$ cat src/rtl/lbread.sv
// lbread: elastic read-side buffer between a line buffer and a pixel consumer.
// Collects pixels into a DEPTH-entry circular store and releases them in
// uninterrupted bursts of LINE pixels, marking the final pixel with out_last.
// Optional feature: define LBREAD_OVF_EN to add the sticky overflow output.
//
// Handshake: a pixel moves to the consumer on every rising edge where
// out_valid and out_ready are both 1; out_valid never depends on out_ready.
// The upstream side has no backpressure: in_valid pixels are taken when
// there is room (or a pop frees a slot that cycle), and dropped otherwise.
// stall is only an advisory request to upstream.
module lbread #(
    parameter int DEPTH    = 16,
    parameter int LINE     = 8,
    parameter int STALL_TH = DEPTH - 2
) (
    input  logic        CLK,
    input  logic        RESETN,
    input  logic [15:0] in_data,
    input  logic        in_valid,
    output logic        stall,
    input  logic        flush,
    output logic [15:0] out_data,
    output logic        out_valid,
    input  logic        out_ready,
    output logic        out_last,
`ifdef LBREAD_OVF_EN
    output logic        overflow,
`endif
    output logic [0:0]  fsm_state
);

    localparam int AW = $clog2(DEPTH);
    localparam int CW = AW + 1;
    localparam int LW = $clog2(LINE);

    localparam logic [CW-1:0] DEPTH_C  = CW'(DEPTH);
    localparam logic [CW-1:0] LINE_C   = CW'(LINE);
    localparam logic [CW-1:0] STALL_C  = CW'(STALL_TH);
    localparam logic [LW-1:0] LAST_IDX = LW'(LINE - 1);

    localparam logic [0:0] ST_WAIT = 1'b0;
    localparam logic [0:0] ST_SEND = 1'b1;

    logic [15:0]   mem [DEPTH];
    logic [AW-1:0] wptr;
    logic [AW-1:0] rptr;
    logic [CW-1:0] cnt;
    logic [CW-1:0] cnt_nxt;
    logic [LW-1:0] lidx;
    logic [0:0]    state;
    logic [0:0]    state_nxt;
    logic          push;
    logic          pop;

    // Output decode and handshake qualifiers; a pop into a full store frees the slot being written.
    always_comb begin
        out_valid = (state == ST_SEND);
        pop       = out_valid & out_ready;
        push      = in_valid & ((cnt != DEPTH_C) | pop);
        out_last  = out_valid & (lidx == LAST_IDX);
        out_data  = out_valid ? mem[rptr] : 16'h0;
        stall     = (cnt >= STALL_C);
        cnt_nxt   = cnt + CW'(push) - CW'(pop);
        fsm_state = state;
    end

    // Line framing: start once a full line is stored, and only reconsider at the end of a line.
    always_comb begin
        state_nxt = state;
        case (state)
            ST_WAIT: if (cnt >= LINE_C) state_nxt = ST_SEND;
            default: if (pop && out_last && (cnt_nxt < LINE_C)) state_nxt = ST_WAIT;
        endcase
    end

    // Pointers, occupancy, line index and state; flush wins over any same-cycle push or pop.
    always_ff @(posedge CLK or negedge RESETN) begin
        if (!RESETN) begin
            wptr  <= '0;
            rptr  <= '0;
            cnt   <= '0;
            lidx  <= '0;
            state <= ST_WAIT;
        end else if (flush) begin
            wptr  <= '0;
            rptr  <= '0;
            cnt   <= '0;
            lidx  <= '0;
            state <= ST_WAIT;
        end else begin
            if (push) wptr <= wptr + 1'b1;
            if (pop) begin
                rptr <= rptr + 1'b1;
                lidx <= lidx + 1'b1;
            end
            cnt   <= cnt_nxt;
            state <= state_nxt;
        end
    end

    // Pixel storage: contents are never cleared, only the pointers are.
    always_ff @(posedge CLK) begin
        if (push && !flush) mem[wptr] <= in_data;
    end

`ifdef LBREAD_OVF_EN
    // Sticky record of any pixel lost to a full store with no pop in the same cycle.
    always_ff @(posedge CLK or negedge RESETN) begin
        if (!RESETN)                          overflow <= 1'b0;
        else if (flush)                       overflow <= 1'b0;
        else if (in_valid && !push)           overflow <= 1'b1;
    end
`endif

endmodule

$ cat config.mk
export PLATFORM = sky130hd
export DESIGN_NAME = lbread
export DESIGN_NICKNAME = d
export VERILOG_FILES = /design/src/rtl/lbread.sv
export SDC_FILE = /design/constraint.sdc
export NUM_CORES = 1
export LEC_CHECK = 0
export ABC_CLOCK_PERIOD_IN_PS = 2400
export BUFFER_PORTS_ARGS = -buffer_cell sky130_fd_sc_hd__buf_2
export CORE_MARGIN = 4
export CORE_UTILIZATION = 45
export DETAILED_ROUTE_END_ITERATION = 8
export PLACE_DENSITY = 0.63
export SLEW_MARGIN = 15
export SYNTH_ARGS = -nofsm -noshare
export SYNTH_HDL_FRONTEND = slang
export SYNTH_SLANG_ARGS = --single-unit
$ cat constraint.sdc
create_clock -name CLK -period 2.4 [get_ports CLK]
set_clock_uncertainty 0.05 [all_clocks]
set_input_delay 0.48 -clock CLK [delete_from_list [all_inputs] [get_ports CLK]]
set_output_delay 0.48 -clock CLK [all_outputs]
set_load 0.02 [all_outputs]
== Yosys cells after proc, flatten, opt, wreduce, memory -nomap -nowiden ==
Memories as Yosys holds them, arrays and structs flattened.
Cells that the tools add are included.
Widths: inputs -> output; s select.
Word-level totals
  bits in registers: 17
  bits in latches: 0
  RAM bits: 256
  bits in read-only memories: 0
  bits of input ports: 21
  output and inout port bits: 20
  logic and storage cells: 40
  memories: 1
Operators by class
  add/sub/neg operators: 5
  multipliers: 0
  div/mod/pow operators: 0
  magnitude comparators: 3
  equality and inequality tests: 2
  shift-type cells: 0
  mux-type cells: 14
  bitwise logic cells: 4
  reduce and logical (&&, ||, !) cells: 6
Memories
  mem: words 16, bits a word 16, rd ports 1, clocked after Yosys merged registers in 0, write ports 1, RTL line 44  | logic [15:0] mem [DEPTH];
Operators with widths (number)
  $mux 16: 1
  $mux 4: 4
  $ge 5x4->1 const B: 2
  $add 4x1->4 const B: 2
  $mux 1: 6
  $mux 3: 2
  $add 5x1->5: 1
  $lt 5x4->1 const B: 1
  $mux 5: 1
  $ne 5x5->1 const B: 1
  $sub 5x1->5: 1
  $reduce_bool 2->1: 2
  $add 3x1->3 const B: 1
  $and 1x1->1: 3
  $eq 3x3->1 const B: 1
  $logic_and 1x1->1: 3
  $logic_not 1->1: 1
  $or 1x1->1: 1

== Depth between registers and ports, before layout ==
Gate-level depths: netlist (run 1).
  word-level depth: 10
  gate-level depth with buffers: 12
  gate-level depth less buffers: 12

== Worst setup path before layout (run 1) ==
OpenSTA, ideal clock, no wires.
  path kind: register to register
  start point: reg state (netlist: fsm_state)
  end point: reg state (netlist: fsm_state)
  library setup time: 0.099 ns
  data arrival time: 2.620 ns
  required time: 2.251 ns
  slack: -0.370 ns
  stages on the path, launching flop included: 12
  buffers on the path: 1
  clock period less this slack: 2.770 ns
  path through: dfrtp_1 and2_4 buf_6 o41a_4 nand2_1 nand2_1 ha_1 fa_1 a21oi_1 o21bai_1 xor2_1 a311oi_1
Between the ends
  word-level cells in the longest chain between the ends: 10
  elaborated cells on any way between the ends: 12
  those cells by class: add/sub (2); order compare (1); mux (3); bitwise (4); reduce/logical (2)
Ends and longest elaborated chain
  start: declaration: RTL line 50  | logic [0:0] state;
  start signal: assignment: RTL line 97  | state <= state_nxt;
  $and 1x1->1: RTL line 58  | pop = out_valid & out_ready;
  $or 1x1->1: RTL line 59  | push = in_valid & ((cnt != DEPTH_C) | pop);
  $and 1x1->1: RTL line 59
  $add 5x1->5: RTL line 63  | cnt_nxt = cnt + CW'(push) - CW'(pop);
  $sub 5x1->5: RTL line 63
  $lt 5x4->1: RTL line 72  | default: if (pop && out_last && (cnt_nxt < LINE_C)) state_nxt = ST_WAIT;
  $logic_and 1x1->1: RTL line 72
  $mux 1: RTL line 72
  $mux 1 *: RTL line 70  | case (state)
  $mux 1 *: RTL line 84  | end else if (flush) begin
Mark *: on every way between the ends. The rest lies on a longest branch, timed or not.
A chain may end at the register's enable or synchronous reset.

== Worst setup path after layout (run 1) ==
  start point: reg rptr[0]
  end point: out out_data[5]
Between the ends
  word-level cells in the longest chain between the ends: 2
Ends and longest elaborated chain
  start: declaration: RTL line 46  | logic [AW-1:0] rptr;
  start signal: assignment: RTL line 93  | rptr <= rptr + 1'b1;
  $mem_v2 16x16
  $mux 16: RTL line 61  | out_data = out_valid ? mem[rptr] : 16'h0;
  end: declaration: RTL line 22  | output logic [15:0] out_data,
Every way passes these cells.

==> metrics.md, run 1 <==
| Metric | Value |
|---|---|
| Vias in the first global route | `5956` |
| P_int | `9070 uW` |
| Worst r2r path cells | `12` |
| Failing checks | `negative setup slack` |
| Number of CTS-inserted buffers | `28` |
| Net Sw Frac | `0.239` |
| Reg2reg start | `cnt[3]` |
| Drt pass-1 iters | `6` |
| Mux cell area share after synthesis | `0.150` |
| Worst skew pair latency | `0.53 ns` |
| Die height | `164 um` |
| Post-synthesis compound-gate area fraction | `0.0290` |
| Switching pwr | `around 2800 uW` |
| Family with the most delay on the worst path | `multiplexers` |
| Combinational family with the most area after synthesis | `multiplexers` |
| H-tree Lvls | `1` |
| Slowest cell on the critical path | `dfrtp_4` |
| Clock-pin slew on the worst setup and hold paths | `0.06 ns` |
| Leak pwr | `0.00457 uW` |
| Via count | `5645` |
| Hold Path Class | `in -> reg` |
| Fmax | `0.347 GHz` |
| Largest net degree at the start of global routing | `24` |
| Syn Inst Count | `between 500 and 600` |
| Post-placement setup slack | `-0.182 ns` |
| RD Place Congestion | `between 0.7 and 0.8` |
| Simple-gate share of the synthesized area | `0.0354` |
| Routed length per placed instance | `about 23 um` |
| Post-Syn Area | `11000 um^2` |
| RSZ-0062 raised after global routing | `true` |
| Final min period | `2.88 ns` |
| Combinational share of power | `0.182` |
| Grt met2 use | `0.298` |
| Hold EP | `wptr[2]` |
| Worst slew margin | `0.702` |
| Initial antenna violation count | `1` |
| Num rows | `56` |
| Critical path required time | `1.87 ns` |
| Warnings from Yosys | `0` |
| Total track usage | `0.178` |
| Hold Path Depth | `2` |
| Root Driver | `clkbuf_16` |
| Status | `finished, violations left` |
| Final WL | `23.5 mm` |
| Power Dens Cells | `892 nW/um^2` |
| Async set-reset flop share out of synthesis | `0.0623` |
| Residual DRC | `0` |
| Final setup TNS | `-6.48 ns` |
| Worst VDD drop | `0.512 mV` |
| Synth Area in XOR/XNOR | `0.00797` |
| Final setup viols | `17` |
| Hold path startpoint | `flush` |
| Fillers | `1759` |
| Post-route clock period utilization | `1.20` |
| Register area share after synthesis | `0.739` |
| CTS tree | `built` |
| Worst R2R Setup Slack | `-0.04 ns` |
| CP cell instances | `buf_12 > buf_12 > buf_16 > mux4_2 > mux2i_2 > o22ai_1 > buf_4` |
| GR Layer Usage met1 | `0.251` |
| Final hold vios | `0` |
| Worst Max-Slew Pin Slew | `around 0.45 ns` |
| Synth Register Bits | `273` |
| Post-synth EDFFs | `~260` |
| Core box area | `23800 um^2` |
| Flop pwr share | `0.454` |
| Max_cap viols | `0` |
| CP Data Arrival Time | `roughly 2.4 ns` |
| Post-Synth Adder-Cell Area | `0.0212` |
| Setup ws final | `-0.478 ns` |
| Routed Antenna Nets | `0` |
| Iteration-0 DRC Markers | `476` |
| Die area | `27000 um^2` |
| Final net count | `711` |
| Crit end category | `output pin` |
| CP Launch Type | `flip-flop` |
| Busiest grt layer | `met2` |
| Ports | `41` |
| Clk pwr share | `0.364` |
| Buf/Inv on CP | `4` |
| Via/cell ratio | `5.58` |
| Distinct cells, synth | `37` |
| Net count after synthesis | `between 500 and 600` |
| Inserted Diodes | `0` |
| CP peak stage delay | `0.51 ns` |
| Mean Syn Cell Area | `around 20 um^2` |
| Clock buffer depth | `3` |
| Fin util | `0.562` |
| Met3 Use GR | `0.0263` |
| Fraction of layout cells with a size suffix above 1 | `0.346` |
| Pins Over Slew Limit | `0` |
| Global route overflow | `0` |
| Critical path type | `reg -> out` |
| First-pass GRT wire length | `35.8 mm` |
| Starting Density | `0.462` |
| Maximum fanout along the worst path | `5` |
| Most used cell along the critical path | `buf_12` |
| Crit Reg-Reg Endpoint | `fsm_state` |
| Port bufs | `40` |
| Clock sink count | `273` |
| Ys flop type | `edfxtp_1` |
| Detail Placement HPWL | `between 10 and 15 mm` |
| P&R area growth vs syn | `21.6%` |
| Width of the die | `164 um` |
per-layer routing:
metal,wire length [um],vias to the layer above,share of wire
li1,-,2494,-
met1,9910,2934,0.42
met2,11700,181,0.50
met3,1430,34,0.061
met4,400,2,0.017
met5,7,-,0.00030
state kept, by name, indices dropped and copies added (netlist names):
register / cells
mem: 256
lidx: 3
cnt: 5
fsm_state: 1
wptr: 4
rptr: 4
cells in the mapped netlist, types with 2 or more instances:
master	number	area share
edfxtp_1	256	0.70
mux4_2	54	0.11
mux2i_1	37	0.034
nand2_1	24	0.0082
dfrtp_1	17	0.039
ha_1	17	0.019
nor2_1	16	0.0055
and3_1	13	0.0074
a21oi_1	12	0.0055
o22ai_1	11	0.0063
buf_2	10	0.0046
inv_1	9	0.0031
clkbuf_1	8	0.0027
a311oi_1	7	0.0056
buf_6	6	0.0062
xor2_1	6	0.0048
a31oi_1	5	0.0028
mux2_2	5	0.0051
nor2b_1	5	0.0028
o2111ai_1	5	0.0040
o21ai_1	5	0.0023
xnor2_1	4	0.0032
and2_1	2	0.0011
and2_4	2	0.0016
and4b_1	2	0.0018
and4bb_1	2	0.0023
buf_1	2	0.00068
nand2b_1	2	0.0011
nand4_1	2	0.0011
worst max-delay path by stage:
| stage | cells after the start | endpoint | from | slack [ns] |
|---|---|---|---|---|
| 2_1_floorplan | 11 | fsm_state | fsm_state | -0.12 |
| 3_3_place_gp | 11 | fsm_state | out_ready | -0.11 |
| 3_5_place_dp | 11 | fsm_state | out_ready | -0.18 |
| 4_1_cts | 7 | out_data[14] | rptr[0] | -0.46 |
| 5_1_grt | 7 | out_data[5] | rptr[0] | -0.53 |
| 6_report | 7 | out_data[5] | rptr[0] | -0.48 |
worst register-to-register path, stage by stage (launching register included):
cell and delay (ns):
dfrtp_1 0.39, inv_2 0.09, ha_4 0.13, nand2_2 0.04
o41a_4 0.36, nand2_2 0.07, nand2_2 0.05, ha_2 0.18
fa_2 0.35, a21oi_2 0.12, o21bai_1 0.09, xor2_1 0.16
a311oi_1 0.27
cell families (layout without fill, tap and decap cells):
| group | Yosys count | in the layout |
|---|---|---|
| simple gates | 73 | 73 |
| flops | 273 | 273 |
| fa+ha+maj | 18 | 18 |
| compound gates | 47 | 47 |
| xor+xnor | 10 | 10 |
| mux | 96 | 96 |
| buf+inv | 37 | 176 |
stage by stage:
step           power, uW  hold slack (ns)  instance area (um^2)  instances
3_5_place_dp        7280            0.384                 12000        939
5_1_grt            12400            0.179                 13400       1012
4_1_cts            12000            0.150                 13300       1011
3_3_place_gp        7230            0.372                 12000        939
6_report           11900            0.169                 13400       1012
2_1_floorplan       6700            0.134                 11000        554
power groups by stage:
stage / logic, uW / registers (uW) / clock network (uW)
floorplan: 1200 / 5500 / 0
global placement: 1730 / 5500 / 0
detailed placement: 1770 / 5510 / 0
CTS: 2160 / 5400 / 4410
global route: 2350 / 5420 / 4620
finish: 2170 / 5410 / 4340
placed cells by master, fill, tap and decap left out, drive strengths merged, types with 2 or more instances in the layout:
| master | count |
|---|---|
| edfxtp | 256 |
| buf | 114 |
| mux4 | 54 |
| mux2i | 37 |
| clkbuf | 37 |
| nand2 | 24 |
| ha | 17 |
| dfrtp | 17 |
| nor2 | 16 |
| and3 | 13 |
| a21oi | 12 |
| o22ai | 11 |
| inv | 9 |
| clkinv | 9 |
| a311oi | 7 |
| xor2 | 6 |
| nor2b | 6 |
| mux2 | 5 |
| a31oi | 5 |
| o21ai | 5 |
| o2111ai | 5 |
| xnor2 | 4 |
| bufinv | 4 |
| and2 | 4 |
| nand2b | 2 |
| and4b | 2 |
| and4bb | 2 |
| nand4 | 2 |
| clkinvlp | 2 |
area by class of cell:
type,count,area [um^2],area share
Timing Repair Buffer,115,1100,0.0825
Multi-Input combinational cell,244,2770,0.207
Clock inverter,14,168,0.0126
Sequential cell,273,8120,0.608
Clock buffer,37,756,0.0566
Inverter,10,37.5,0.00281
Tap cell,319,399,0.0299
what timing repair did:
action,CTS,global route
hold buffers,1,0
buffers inserted,14,2
endpoints found under the setup margin,17,18
gates resized for setup,25,15
endpoints found under the hold margin,17,0
gates cloned,6,0
pin swaps,18,9
Power figures use the tool's default switching activity.
==> run 2, diff against run 1 <==
--- a/config.mk
+++ b/config.mk
@@ -11,6 +11,7 @@
 export CORE_UTILIZATION = 45
 export DETAILED_ROUTE_END_ITERATION = 8
 export PLACE_DENSITY = 0.63
+export SETUP_SLACK_MARGIN = 0.3
 export SLEW_MARGIN = 15
 export SYNTH_ARGS = -nofsm -noshare
 export SYNTH_HDL_FRONTEND = slang
==> run 2 against run 1 <==
  * The run still ends with negative setup slack left
  * Flip-flop and latch count stayed put
  * Critical endpoint is now out_data[8]
  * Clock power is 5.1% lower
  * First-iteration DRC count is 12% higher
  * Sequential share of layout area is 2.1 points lower
  * Total power is 0.76% lower
  * Critical path depth is 2 lower
  * Sequential power hardly changed
  * Die area stayed put
  * Highest routed layer unchanged
  * Combinational power is 6% higher
==> metrics.md, run 2 (synthesis gave the netlist of run 1 again) <==
| Metric | Value |
|---|---|
| CP Data Arrival Time | `2.31 ns (was 2.35 ns)` |
| Net Sw Frac | `0.247 (was 0.239)` |
| Final instance area | `13800 um^2 (was 13400 um^2)` |
| Initial antenna violation count | `1 (unchanged)` |
| Die height | `164 um (unchanged)` |
| Hold Path Class | `in -> reg (unchanged)` |
| Worst VDD drop | `0.568 mV (was 0.512 mV)` |
| Final hold vios | `0 (unchanged)` |
| Residual DRC | `0 (unchanged)` |
| P_int | `8910 uW (was 9070 uW)` |
| Clock sink count | `273 (unchanged)` |
| Max FFs per register | `256 (unchanged)` |
| Maximum fanout along the worst path | `16 (was 5)` |
| Final min period | `2.84 ns (was 2.88 ns)` |
| Routed Antenna Nets | `0 (unchanged)` |
| Status | `finished, violations left (unchanged)` |
| RD Place Congestion | `0.844 (was 0.792)` |
| Global route overflow | `0 (unchanged)` |
| Via count | `5757 (was 5645)` |
| Cell Area, Placed | `12100 um^2 (was 12000 um^2)` |
| CP Launch Type | `flip-flop (unchanged)` |
| Pins Over Slew Limit | `0 (unchanged)` |
| Post-route clock period utilization | `1.18 (was 1.20)` |
| Fmax | `0.352 GHz (was 0.347 GHz)` |
| RSZ-0062 raised after global routing | `true (unchanged)` |
| Largest net degree at the start of global routing | `24 (unchanged)` |
| Most frequent cells in the layout | `edfxtp_1, mux4_2, clkbuf_16 (was edfxtp_1, buf_4, mux4_2)` |
| Fraction of layout cells with a size suffix above 1 | `0.409 (was 0.346)` |
| Power Dens Cells | `855 nW/um^2 (was 892 nW/um^2)` |
| CTS tree | `built (unchanged)` |
| Worst R2R Setup Slack | `-0.09 ns (was -0.04 ns)` |
| Clk pwr share | `0.348 (was 0.364)` |
| Critical path type | `reg -> out (unchanged)` |
| Core box area | `23800 um^2 (unchanged)` |
| Inserted Diodes | `0 (unchanged)` |
| Number of CTS-inserted buffers | `28 (unchanged)` |
| Largest regs | `mem (256), cnt (5) (unchanged)` |
| Setup ws final | `-0.444 ns (was -0.478 ns)` |
| Critical path required time | `1.87 ns (about the same)` |
| Final setup viols | `17 (unchanged)` |
| Detail Placement HPWL | `13.1 mm (was 14.0 mm)` |
| Most flop-heavy register | `mem (unchanged)` |
| Failing checks | `negative setup slack (unchanged)` |
| Worst Max-Slew Pin Slew | `0.495 ns (was 0.446 ns)` |
| Root Driver | `clkbuf_16 (unchanged)` |
| Ports | `41 (unchanged)` |
| Final WL | `24.8 mm (was 23.5 mm)` |
| Clock-pin slew on the worst setup and hold paths | `0.06 ns (about the same)` |
| Combinational share of power | `0.194 (was 0.182)` |
| P&R area growth vs syn | `25.8% (was 21.6%)` |
| Area of the multi-input gates | `2970 um^2 (was 2770 um^2)` |
| Final net count | `711 (unchanged)` |
| Sequential cell area | `8120 um^2 (unchanged)` |
| Final setup TNS | `-6.53 ns (was -6.48 ns)` |
| First-pass GRT wire length | `35.3 mm (was 35.8 mm)` |
| Iteration-0 DRC Markers | `533 (was 476)` |
| Commonest non-fill, non-tap cell in the layout | `edfxtp_1 (unchanged)` |
| H-tree Lvls | `1 (unchanged)` |
| Crit end category | `output pin (unchanged)` |
| Worst skew pair latency | `0.53 ns (about the same)` |
| Die area | `27000 um^2 (unchanged)` |
| Max_cap viols | `0 (unchanged)` |
| Starting Density | `0.462 (unchanged)` |
| Clock buffer depth | `3 (unchanged)` |
| Via/cell ratio | `5.71 (was 5.58)` |
| Worst slew margin | `0.669 (was 0.702)` |
| Switching pwr | `2920 uW (was 2850 uW)` |
| Width of the die | `164 um (unchanged)` |
| Leak pwr | `0.00461 uW (was 0.00457 uW)` |
| Drt pass-1 iters | `5 (was 6)` |
| Vias in the first global route | `5815 (was 5956)` |
| Fillers | `1715 (was 1759)` |
| Flop pwr share | `0.458 (was 0.454)` |
| Total track usage | `0.176 (was 0.178)` |
| Port bufs | `40 (unchanged)` |
| Worst hold slack | `0.273 ns (was 0.169 ns)` |
| Routed length per placed instance | `24.6 um (was 23.2 um)` |
| Num rows | `56 (unchanged)` |
-- run 2: changes by cell type in the layout (fill, tap and decap cells not counted), sizes merged --
cell      before  now
bufinv         4    2
clkbuf        37   47
clkinv         9   12
clkinvlp       2    0
buf          114  102
-- run 2: final cells by class --
class,count,share of cell area
clock inverters,13,0.00878
flip-flops and latches,273,0.587
clock buffers,35,0.0541
well taps,319,0.0289
inverters,10,0.00272
multi-input cells,244,0.215
repair buffers,115,0.103
-- run 2: power groups by stage --
stage | Clock, uW | Combinational (uW) | Sequential, uW
floorplan | 0 | 1290 | 5500
CTS | 4200 | 2140 | 5410
global route | 4420 | 2450 | 5420
detailed placement | 0 | 1840 | 5500
global placement | 0 | 1800 | 5500
finish | 4120 | 2290 | 5420
-- run 2: worst max-delay path: stages, from the launching register on --
cell	delay (ns)
dfrtp_4	0.52
buf_16	0.21
mux4_2	0.53
a311oi_2	0.29
a21oi_2	0.05
buf_2	0.16
-- run 2: repair_timing --
action	in CTS	in global routing
endpoints found under the hold margin	17	0
pin swaps	17	15
hold buffers	1	0
buffers inserted	7	6
setup endpoints to repair	279	279
gates resized for setup	52	57
gates cloned	3	12
-- run 2: stage by stage --
step | power, uW | worst slack, ns | util | cells
2_1_floorplan | 6790 | -0.118 | - | 554
3_3_place_gp | 7300 | -0.0913 | 0.508 | 932
3_5_place_dp | 7340 | -0.177 | 0.508 | 932
4_1_cts | 11700 | -0.466 | 0.559 | 991
5_1_grt | 12300 | -0.529 | 0.582 | 1009
6_report | 11800 | -0.444 | 0.582 | 1009
-- run 2: worst paths after layout --
kind,end,depth (start not counted),startpoint
worst max-delay path,out_data[8],5,rptr[0]
worst min-delay path,mem[7][15],1,in_data[15]
worst max register to register,fsm_state,12,cnt[3]
worst min register to register,lidx[2],2,lidx[2]
max in group asynchronous,rptr[0],2,RESETN
min in group asynchronous,cnt[0],2,RESETN
-- run 2: layer usage --
layer | vias to the layer above | global-route usage | share of wire
met4 | 2 | 0.0396 | 0.020
li1 | 2501 | - | -
met1 | 3057 | 0.254 | 0.44
met5 | - | 0 | 0.00052
met2 | 166 | 0.288 | 0.48
met3 | 31 | 0.0246 | 0.057
